File: src/rtl/clint_timer_arm.sv
// Arms a CLINT machine-timer compare: reads 64-bit mtime with the hi/lo/hi
// sequence, adds a delta (saturating) and writes mtimecmp[hart] without an early mtip.
module clint_timer_arm #(
  parameter int                ADDR_W    = 32,
  parameter int                DATA_W    = 32,
  parameter int                N_CORES   = 1,
  parameter int                HART_W    = 1,
  parameter logic [ADDR_W-1:0] BASE_ADDR = '0,
  parameter int                TIMEOUT   = 255
) (
  input  logic                clk,
  input  logic                reset_n,
  input  logic                arm_valid,
  output logic                arm_ready,
  input  logic [HART_W-1:0]   arm_hart,
  input  logic [63:0]         arm_delta,
  output logic                busy,
  output logic                done,
  output logic                error,
  output logic [63:0]         target,
  output logic                valid,
  output logic [ADDR_W-1:0]   address,
  output logic [DATA_W-1:0]   wdata,
  output logic [DATA_W/8-1:0] wstrb,
  input  logic [DATA_W-1:0]   rdata,
  input  logic                ready,
  output logic [3:0]          dbg_state_o
);

  typedef enum logic [3:0] {
    S_IDLE, S_RD_HI1, S_RD_LO, S_RD_HI2, S_CALC,
    S_WR_HI_MAX, S_WR_LO, S_WR_HI, S_DRAIN, S_FIN
  } state_t;

  localparam logic [ADDR_W-1:0]   MTIME_LO = BASE_ADDR + ADDR_W'(32'hBFF8);
  localparam logic [ADDR_W-1:0]   MTIME_HI = BASE_ADDR + ADDR_W'(32'hBFFC);
  localparam logic [7:0]          TO_LAST  = 8'(TIMEOUT - 1);
  localparam logic [DATA_W/8-1:0] STRB_WR  = '1;

  state_t              state_q, next_q;
  logic [HART_W-1:0]   hart_q;
  logic [63:0]         delta_q;
  logic [31:0]         hi1_q, lo_q;
  logic [63:0]         tgt_q, target_q;
  logic                err_q, done_q, error_q;
  logic                valid_q;
  logic [ADDR_W-1:0]   address_q;
  logic [DATA_W-1:0]   wdata_q;
  logic [DATA_W/8-1:0] wstrb_q;
  logic [7:0]          cnt_q;

  logic                accept, hart_ok;
  logic                launch_d;
  state_t              launch_st_d, step_d;
  logic [ADDR_W-1:0]   cmp_lo, cmp_hi, req_addr_d;
  logic [DATA_W-1:0]   req_wdata_d;
  logic [DATA_W/8-1:0] req_wstrb_d;
  logic [64:0]         sum_d;

  assign accept  = arm_valid && (state_q == S_IDLE);
  assign hart_ok = (32'(arm_hart) < 32'(N_CORES));
  assign cmp_lo  = BASE_ADDR + ADDR_W'(32'h4000) + (ADDR_W'(hart_q) << 3);
  assign cmp_hi  = cmp_lo + ADDR_W'(4);
  assign sum_d   = {1'b0, hi1_q, lo_q} + {1'b0, delta_q};

  // Successor of the current bus step once its response has arrived.
  always_comb begin
    step_d = S_IDLE;
    case (state_q)
      S_RD_HI1:    step_d = S_RD_LO;
      S_RD_LO:     step_d = S_RD_HI2;
      S_RD_HI2:    step_d = (rdata[31:0] == hi1_q) ? S_CALC : S_RD_LO;
      S_WR_HI_MAX: step_d = S_WR_LO;
      S_WR_LO:     step_d = S_WR_HI;
      S_WR_HI:     step_d = S_FIN;
      default:     step_d = S_IDLE;
    endcase
  end

  // A new bus request is issued on the same edge its state is entered.
  always_comb begin
    launch_d    = 1'b0;
    launch_st_d = S_IDLE;
    case (state_q)
      S_IDLE:  if (accept && hart_ok) begin
                 launch_d    = 1'b1;
                 launch_st_d = S_RD_HI1;
               end
      S_DRAIN: if (!ready && (next_q inside {S_RD_LO, S_RD_HI2, S_WR_LO, S_WR_HI})) begin
                 launch_d    = 1'b1;
                 launch_st_d = next_q;
               end
      S_CALC:  begin
                 launch_d    = 1'b1;
                 launch_st_d = S_WR_HI_MAX;
               end
      default: ;
    endcase
  end

  always_comb begin
    req_addr_d  = MTIME_HI;
    req_wdata_d = '0;
    req_wstrb_d = '0;
    case (launch_st_d)
      S_RD_LO:     req_addr_d = MTIME_LO;
      S_WR_HI_MAX: begin
                     req_addr_d  = cmp_hi;
                     req_wdata_d = '1;
                     req_wstrb_d = STRB_WR;
                   end
      S_WR_LO:     begin
                     req_addr_d  = cmp_lo;
                     req_wdata_d = DATA_W'(tgt_q[31:0]);
                     req_wstrb_d = STRB_WR;
                   end
      S_WR_HI:     begin
                     req_addr_d  = cmp_hi;
                     req_wdata_d = DATA_W'(tgt_q[63:32]);
                     req_wstrb_d = STRB_WR;
                   end
      default: ;
    endcase
  end

  always_ff @(posedge clk or negedge reset_n) begin
    if (!reset_n) begin
      state_q   <= S_IDLE;
      next_q    <= S_IDLE;
      hart_q    <= '0;
      delta_q   <= '0;
      hi1_q     <= '0;
      lo_q      <= '0;
      tgt_q     <= '0;
      target_q  <= '0;
      err_q     <= 1'b0;
      done_q    <= 1'b0;
      error_q   <= 1'b0;
      valid_q   <= 1'b0;
      address_q <= '0;
      wdata_q   <= '0;
      wstrb_q   <= '0;
      cnt_q     <= '0;
    end else begin
      done_q  <= 1'b0;
      error_q <= 1'b0;
      if (launch_d) begin
        valid_q   <= 1'b1;
        address_q <= req_addr_d;
        wdata_q   <= req_wdata_d;
        wstrb_q   <= req_wstrb_d;
        cnt_q     <= '0;
      end
      case (state_q)
        S_IDLE: if (accept) begin
          hart_q  <= arm_hart;
          delta_q <= arm_delta;
          err_q   <= !hart_ok;
          state_q <= hart_ok ? S_RD_HI1 : S_FIN;
        end
        S_RD_HI1, S_RD_LO, S_RD_HI2, S_WR_HI_MAX, S_WR_LO, S_WR_HI: begin
          if (ready) begin
            valid_q <= 1'b0;
            state_q <= S_DRAIN;
            next_q  <= step_d;
            if (state_q == S_RD_HI1) hi1_q <= rdata[31:0];
            if (state_q == S_RD_LO)  lo_q  <= rdata[31:0];
            if (state_q == S_RD_HI2) hi1_q <= rdata[31:0];
          end else if (cnt_q == TO_LAST) begin
            valid_q <= 1'b0;
            err_q   <= 1'b1;
            state_q <= S_DRAIN;
            next_q  <= S_FIN;
          end else begin
            cnt_q <= cnt_q + 8'd1;
          end
        end
        S_DRAIN: if (!ready) state_q <= next_q;
        S_CALC: begin
          tgt_q   <= sum_d[64] ? 64'hFFFF_FFFF_FFFF_FFFF : sum_d[63:0];
          state_q <= S_WR_HI_MAX;
        end
        S_FIN: begin
          done_q  <= 1'b1;
          error_q <= err_q;
          if (!err_q) target_q <= tgt_q;
          state_q <= S_IDLE;
        end
        default: state_q <= S_IDLE;
      endcase
    end
  end

  assign arm_ready   = (state_q == S_IDLE);
  assign busy        = (state_q != S_IDLE);
  assign done        = done_q;
  assign error       = error_q;
  assign target      = target_q;
  assign valid       = valid_q;
  assign address     = address_q;
  assign wdata       = wdata_q;
  assign wstrb       = wstrb_q;
  assign dbg_state_o = state_q;

endmodule

File: config.mk
export PLATFORM = sky130hd
export DESIGN_NAME = clint_timer_arm
export DESIGN_NICKNAME = d
export VERILOG_FILES = /design/src/rtl/clint_timer_arm.sv
export SDC_FILE = /design/constraint.sdc
export NUM_CORES = 1
export LEC_CHECK = 0
export CAP_MARGIN = 20
export CORE_ASPECT_RATIO = 1.5
export CORE_MARGIN = 2
export CORE_UTILIZATION = 35
export CTS_CLUSTER_DIAMETER = 120
export DETAILED_ROUTE_END_ITERATION = 10
export PLACE_DENSITY_LB_ADDON = 0.3
export SYNTH_ARGS = -nofsm -noshare
export SYNTH_HDL_FRONTEND = slang
export SYNTH_SLANG_ARGS = --single-unit
File: constraint.sdc
create_clock -name clk -period 5.3 [get_ports clk]
set_clock_uncertainty 0.15 [all_clocks]
set_input_delay 1.06 -clock clk [delete_from_list [all_inputs] [get_ports clk]]
set_output_delay 1.06 -clock clk [all_outputs]
set_load 0.1 [all_outputs]
* Word-level counts from Yosys, hierarchy flattened
Index checks and enable logic that the tools add are counted.
** Cells by class
- $add $sub $neg :: 4
- Order comparisons :: 1
- Equal/unequal tests :: 24
- Muxes and demuxes :: 36
- Bitwise gates (word level) :: 1
- Reduce and logical (&&, ||, !) cells :: 21
** Operators with widths (number)
- $pmux 32 s3 :: 1
- $add 64x64->65 :: 1
- $mux 32 :: 2
- $mux 64 :: 1
- $pmux 17 s3 :: 1
- $eq 4x3->1 const B :: 9
- $mux 4 :: 9
- $eq 32x32->1 :: 1
- $mux 8 :: 4
- $pmux 4 s6 :: 1
- $eq 4x2->1 const B :: 5
- $add 16x3->17 const B :: 1
- $add 15x4->16 const A :: 1
- $pmux 4 s4 :: 1
- $mux 1 :: 12
- $pmux 4 s3 :: 1
- $reduce_and 3->1 :: 3
- $add 8x1->8 const B :: 1
- $eq 4x4->1 const B :: 2
- $eq 8x8->1 const B :: 1
- $reduce_bool 4->1 :: 2
- $ne 2x2->1 const B :: 3
- $reduce_and 2->1 :: 3
- $reduce_bool 2->1 :: 3
- 15 further kinds :: 18
** Word-level totals
- Register bits :: 345
- Input port bits :: 101
- Output and inout port bits :: 141
- Logic and storage cells :: 103

* Longest topological paths before layout
Gate-level depths: netlist of run 1.
- Depth in word-level cells :: 9
- Mapped depth :: 13
- Mapped depth without buffers :: 12

* Least setup slack after synthesis of run 1
Ideal clock, no wire load.
- Path kind :: reg2reg
- Start point :: register state_q[0], in the netlist dbg_state_o[0]
- End point :: register state_q[2], in the netlist dbg_state_o[2]
- Library setup time :: 0.125 ns
- Data arrival time :: 5.991 ns
- Data required time :: 5.025 ns
- Slack :: -0.966 ns
- Cell stages (with the launch flop) :: 8
- Path buffers :: 1
- Clock period less this slack :: 6.266 ns
- Cell sequence :: dfrtp_1 -> buf_2 -> or2_2 -> nor3_1 -> inv_1 -> o21ai_0 -> a21o_1 -> mux2_2
** On the way
- Word-level cells in the longest chain between the ends :: 4
- Elaborated cells on any way between the ends :: 16
** RTL lines
- start, declared :: RTL line 40 : state_t state_q, next_q;
- start signal, assigned :: RTL line 159 : state_q <= hart_ok ? S_RD_HI1 : S_FIN;
- start signal, assigned :: RTL line 178 : S_DRAIN: if (!ready) state_q <= next_q;
- $logic_not 4->1 *
- named net arm_ready :: RTL line 14 : output logic arm_ready,
- $logic_and 1x1->1 :: RTL line 60 : assign accept = arm_valid && (state_q == S_IDLE);
- $ne 2x1->1 (no source line)
- $reduce_and 3->1 (no source line)
The timed path passes the listed nets; every way through them passes the cells marked *.
A chain may end at the register's enable or synchronous reset.

* Worst setup path in the final report of run 1
- Start point :: register state_q[0], in the netlist dbg_state_o[0]
- End point :: output port arm_ready
** On the way
- Word-level cells in the longest chain between the ends :: 1
** RTL lines
- $logic_not 4->1 :: RTL line 194 : assign arm_ready = (state_q == S_IDLE);
- end, declared :: RTL line 14
No other way between the ends.

==> results.cfg, run 1 <==
[clocking]
postCtsSetupBuffers = 0
clkSlewWorstSetupHoldPaths_ns = 0.06
cts-htree-levels = 2
cts_buffers = 34
numClockSinks = 314
cts-root-to-sink-buffers = 3
clk-insertion-delay-late_ns = 0.52
cts-hold-fix-buffers = 0
cts_repair_resize_count = 0
tritoncts = built
ctsRootBufferMaster = clkbuf_16

[place]
gp_congestion = 0.880
buffer_ports.inserted = 223
dpl.hpwl_um = 38300
placed_area_mm2 = 0.0192
dp.cells = 2201

[floorplanning]
rows = 97
die_h_um = 271
initial_utilization_pct = 35.5
top_level_ports = 242
die_area_mm2 = 0.0492
die-width_um = 182
core_mm2 = 0.0467

[cells_and_area]
design_area_mm2 = 0.0203
drive_gt1_share_pct = 17.5
n_antenna_cell = 0
num-nets-final = 1812
fin_cells = 2262
layout.core_utilization_pct = 43.5
fill_cells = 4371
syn2layout_area_growth_pct = 22.6

[sta]
max_freq_mhz = 244
rsz0062_at_grt = no
post-route-period-util_pct = 77.3
max_slew_headroom_pct = 28.3
worst-slew-pin-transition_ns = 1.07
final.setup.tns_ns = 0
maxSlewViolCount = 0
finalWorstPathRequiredPeriod_ns = 4.10
report.final.setup_viol = 0
number_of_hold_violations_in_the_final_report = 0

[worst_setup_path]
timing.critical_path.from_type = register
worst_ep_required_time_ns = 4.09
timing_worst_setup_path_type = reg -> out
crit_path_max_fanout = 10
endpoint_kind = output port
master_of_the_slowest_instance_on_the_critical_path = clkdlybuf4s50_1
cpPeakStageDelay_ns = 1.20
critical_path.cell_chain = or2_2 > nor3_2 > clkdlybuf4s50_1
critical_path_arrival_ns = 2.89

[logic_synthesis]
synth_ff_type = dfrtp_1
postSynthCellCount = 1468
synth_area_mm2 = 0.0166
synth_top_cells_by_area = dfrtp_1 47%, mux2_2 13%, ha_1 5.0%
yosysUniqueCellTypes = 76
ys_async_sr_fraction_pct = 100
synth_largest_area_cell = dfrtp_1
yosys.cell_count.top_type = dfrtp_1
synth_sequential_area_ratio_pct = 47.3
synth_largest_type_area_fraction_pct = 47.3
synth_enable_flop_cells = 0
synth_common_cells = 314 x dfrtp_1, 194 x mux2_2, 101 x a21oi_1
synthesis.yosys.warnings = 0
average_instance_area_after_synthesis_um2 = 11.3
synth-seq-cells = 314

[job]
drv.max_cap_violation_count = 0

[global_routing]
overall_global_routing_resource_usage_pct = 19.8
grt_first_pass_wirelength_um = 74500
first_global_vias = 12393
initial_antenna_violation_count = 0
pin_count_of_the_biggest_net_entering_global_routing = 113
globalRouteOverflowTotal = 0

[routing]
avgRoutedWirePerCell_um = 21.7
drt_pass1_iterations = 5
drt-initial-drc-count = 746
drcViolationCount = 0
vias_per_cell = 5.35
drt.antenna.violating_nets = 0
routed_wl_um = 49200
detailroute.via_count = 12103

[status]
status = complete, no violations

[hold_path]
holdCritPathClass = reg -> reg
-- metal layers --
metal	wire, µm	global-route usage [%]
met3	1860	2.05
met5	0	0
met4	1910	7.89
met1	19900	23.8
met2	25500	36.1
-- path summary, 6_finish.rpt --
path / depth (start not counted) / to / start / slack [ns]
min in group asynchronous: 1 / delta_q[7]$_DFFE_PN0P_ / reset_n / 0.45
worst min-delay path: 1 / address[14]$_DFFE_PN0P_ / address[14]$_DFFE_PN0P_ / 0.34
worst min register to register: 1 / address[14]$_DFFE_PN0P_ / address[14]$_DFFE_PN0P_ / 0.34
worst max register to register: 12 / tgt_q[34]$_DFFE_PN0P_ / delta_q[0]$_DFFE_PN0P_ / 1.52
worst max-delay path: 3 / arm_ready / dbg_state_o[0]$_DFFE_PN0P_ / 1.20
max in group asynchronous: 2 / target[60]$_DFFE_PN0P_ / reset_n / 3.45
-- layout make-up --
class,count,area [µm²],share of cell area (%)
clock buffer,51,1010,4.94
timing repair buffer,238,2390,11.8
sequential,314,7860,38.6
tap,594,743,3.65
multi-input combinational,1038,8160,40.1
inverter,18,67.6,0.332
clock inverter,9,114,0.560
-- layout by cell type, fill, tap and decap left out, types with 7 or more instances in the layout --
cell type / n
ha_1: 66
dfrtp_1: 314
clkbuf_8: 7
a21oi_1: 101
nand4_1: 23
o21a_1: 13
a211oi_1: 9
clkbuf_16: 35
nor4_1: 10
conb_1: 18
o31ai_1: 8
nand3_1: 17
clkdlybuf4s50_1: 222
and2_1: 7
a21o_1: 42
xnor2_1: 34
clkbuf_1: 9
mux2_2: 194
nor2_1: 50
inv_1: 18
mux2i_1: 32
o22a_1: 62
nor3_1: 11
buf_4: 12
nor2b_1: 8
xor2_1: 57
o21ai_0: 68
o211ai_1: 7
a31oi_1: 9
nand2_1: 73
o21bai_1: 15
o21ai_1: 10
-- cells by family after synthesis --
| group | Yosys count | share of synthesized area [%] |
|---|---|---|
| AOI/OAI and AO/OA | 398 | 16.3 |
| xor gates and xnor gates | 91 | 4.80 |
| adders and majority gates | 67 | 5.10 |
| buffers and inverters | 133 | 4.12 |
| DFF | 314 | 47.3 |
| muxes | 226 | 15.1 |
| other | 1 | 0.0226 |
| and+or+nand+nor | 238 | 7.20 |
-- flip-flops by register name, summed over array words and instances (netlist names) --
name / cells
delta_q: 64
target: 64
tgt_q: 64
hi1_q: 32
lo_q: 32
wdata: 32
cnt_q: 8
address: 4
dbg_state_o: 4
next_q: 4
done: 1
err_q: 1
error: 1
hart_q: 1
valid: 1
wstrb: 1
-- worst max-delay path, delay by kind of cell, from the launching register on --
family        cells  cell delay (ns)
flops             1             0.49
buf+inv           1             1.20
simple gates      2             0.67
-- metrics by stage --
step / hold slack [ns] / worst slack (ns)
floorplan: 0.316 / 0.427
global placement: 0.315 / 1.59
detailed placement: 0.330 / 1.51
CTS: 0.343 / 1.18
global route: 0.360 / 1.11
finish: 0.342 / 1.20
Power of run 1 is not shown: default switching activity piles up to over one toggle a cycle in this logic, so the estimate is an artifact.
==> run 2, diff against run 1 <==
clock period = 3.9 ns   (was 5.3 ns; I/O delays follow)
==> run 2 against run 1 <==
  * Hold slack got worse by 0.0086 ns
  * Via count up 1.1%
  * Worst setup slack got worse by 0.93 ns
  * First-iteration DRC count fell by 6.8%
  * Core utilization grew 0.55 points
  * Register-to-register slack lost 1.2 ns
  * Critical path depth up 9
  * Critical endpoint is now tgt_q[20]$_DFFE_PN0P_
  * Highest routed layer unchanged
  * Critical path type is now reg -> reg
  * Count of clock-buffer cells in the layout fell by 6
==> results.cfg, run 2 (synthesis gave the netlist of run 1 again) <==
[worst_setup_path]
cp.buffers_inverters = 0
critical_path_arrival_ns = 3.93
crit-reg2reg-capture = tgt_q[20]$_DFFE_PN0P_
crit_family = compound AO/OA/AOI/OAI gates
critical_path.cell_chain = ha_1 > fa_1 > a211o_1 > a21o_1 > o211ai_2 > nand3_1 > a31oi_1 > o21a_1 > o21ai_1 > a31oi_1 > xnor2_1 > o22a_1
endpoint_kind = register
timing.critical_path.from_type = register
worst_ep_required_time_ns = 4.21
crit_path_max_fanout = 4
timing_worst_setup_path_type = reg -> reg
reg2regPathDepth = 12
critical_path.most_common_cell = a31oi_1
critical_path.reg2reg.startpoint = delta_q[0]$_DFFE_PN0P_
reg2reg_slack_ns = 0.28
cpPeakStageDelay_ns = 0.43
master_of_the_slowest_instance_on_the_critical_path = fa_1

[job]
drv.max_cap_violation_count = 0

[routing]
detailroute.via_count = 12236
routed_wl_um = 49600
drt-initial-drc-count = 695
avgRoutedWirePerCell_um = 21.8
drcViolationCount = 0
drt_pass1_iterations = 5
vias_per_cell = 5.37
drt.antenna.violating_nets = 0

[place]
buffer_ports.inserted = 223
dpl.hpwl_um = 38800
dp.cells = 2215
gp_congestion = 0.908

[hold_path]
worstHoldEndpoint = address[14]$_DFFE_PN0P_
hold-path-cell-count = 1
holdCritStartpoint = address[14]$_DFFE_PN0P_
holdCritPathClass = reg -> reg

[floorplanning]
top_level_ports = 242
die_h_um = 271
core_mm2 = 0.0467
die_area_mm2 = 0.0492
initial_utilization_pct = 35.5
die-width_um = 182
rows = 97

[cells_and_area]
drive_gt1_share_pct = 19.1
layout_commonest_cell = dfrtp_1
fill_cells = 4315
fin_cells = 2277
final_cell_mix = 312 x dfrtp_1, 218 x clkdlybuf4s50_1, 194 x mux2_2, 101 x a21oi_1, 73 x nand2_1
syn2layout_area_growth_pct = 24.1
n_antenna_cell = 0
num-nets-final = 1827

[clocking]
cts-htree-levels = 2
cts-root-to-sink-buffers = 3
clk-insertion-delay-late_ns = 0.52
cts_repair_resize_count = 0
ctsRootBufferMaster = clkbuf_16
numClockSinks = 314
tritoncts = built
clkSlewWorstSetupHoldPaths_ns = 0.06
cts_buffers = 35

[sta]
maxSlewViolCount = 0
final.setup.tns_ns = 0
rsz0062_at_grt = no
number_of_hold_violations_in_the_final_report = 0
post-route-period-util_pct = 92.9
finalWorstPathRequiredPeriod_ns = 3.62
report.final.setup_viol = 0
worst-slew-pin-transition_ns = 1.07
max_freq_mhz = 276
max_slew_headroom_pct = 28.3

[global_routing]
initial_antenna_violation_count = 0
grt_first_pass_wirelength_um = 74900
pin_count_of_the_biggest_net_entering_global_routing = 139
first_global_vias = 12488
globalRouteOverflowTotal = 0
overall_global_routing_resource_usage_pct = 19.9

[status]
status = complete, no violations
==> run 2: cell count changes in the layout (fill, tap and decap cells not counted), sizes merged <==
| cell | delta |
|---|---|
| buf | +17 |
| bufinv | +2 |
| clkbuf | -6 |
| clkdlybuf4s50 | -4 |
| clkinv | +2 |
| clkinvlp | +5 |
| dlygate4sd3 | +1 |
| inv | -2 |
==> run 2: area by class of cell <==
class,count,area [µm²],area share (%)
Clock buffer,45,1030,4.98
Sequential cell,314,7870,38.2
Tap cell,594,743,3.61
Clock inverter,16,201,0.978
Timing Repair Buffer,252,2520,12.2
Multi-Input combinational cell,1038,8180,39.7
Inverter,18,71.3,0.346
==> run 2: how the worst max path moves through the flow <==
stage,startpoint,to,cells after the start
3_3_place_gp,delta_q[0]$_DFFE_PN0P_,tgt_q[26]$_DFFE_PN0P_,12
5_1_grt,delta_q[0]$_DFFE_PN0P_,tgt_q[26]$_DFFE_PN0P_,12
4_1_cts,delta_q[0]$_DFFE_PN0P_,tgt_q[26]$_DFFE_PN0P_,12
2_1_floorplan,dbg_state_o[1]$_DFFE_PN0P_,dbg_state_o[2]$_DFFE_PN0P_,7
6_report,delta_q[0]$_DFFE_PN0P_,tgt_q[20]$_DFFE_PN0P_,12
3_5_place_dp,delta_q[0]$_DFFE_PN0P_,tgt_q[20]$_DFFE_PN0P_,12
==> run 2: timing repair <==
item,4_1_cts,5_1_grt
setup buffers,0,0
endpoints found under the hold margin,28,0
endpoints found under the setup margin,0,0
hold buffers,1,0
==> run 2: through the flow <==
step	setup WS, ns	utilization [%]	hold slack [ns]	instance area, µm²
after CTS	0.302	44.1	0.337	20600
final	0.276	44.1	0.333	20600
after global placement	0.327	41.4	0.309	19400
after floorplan	-0.0326	-	0.316	16700
after detailed placement	0.330	41.4	0.323	19400
after global routing	0.0971	44.1	0.367	20600
==> run 2: routing by layer <==
| layer | wire (µm) | global-route usage [%] |
|---|---|---|
| met4 | 2040 | 7.96 |
| met2 | 25700 | 36.2 |
| met1 | 20100 | 23.9 |
| met5 | 0 | 0 |
| met3 | 1810 | 2.19 |
Power of run 2 is left out for the same reason.
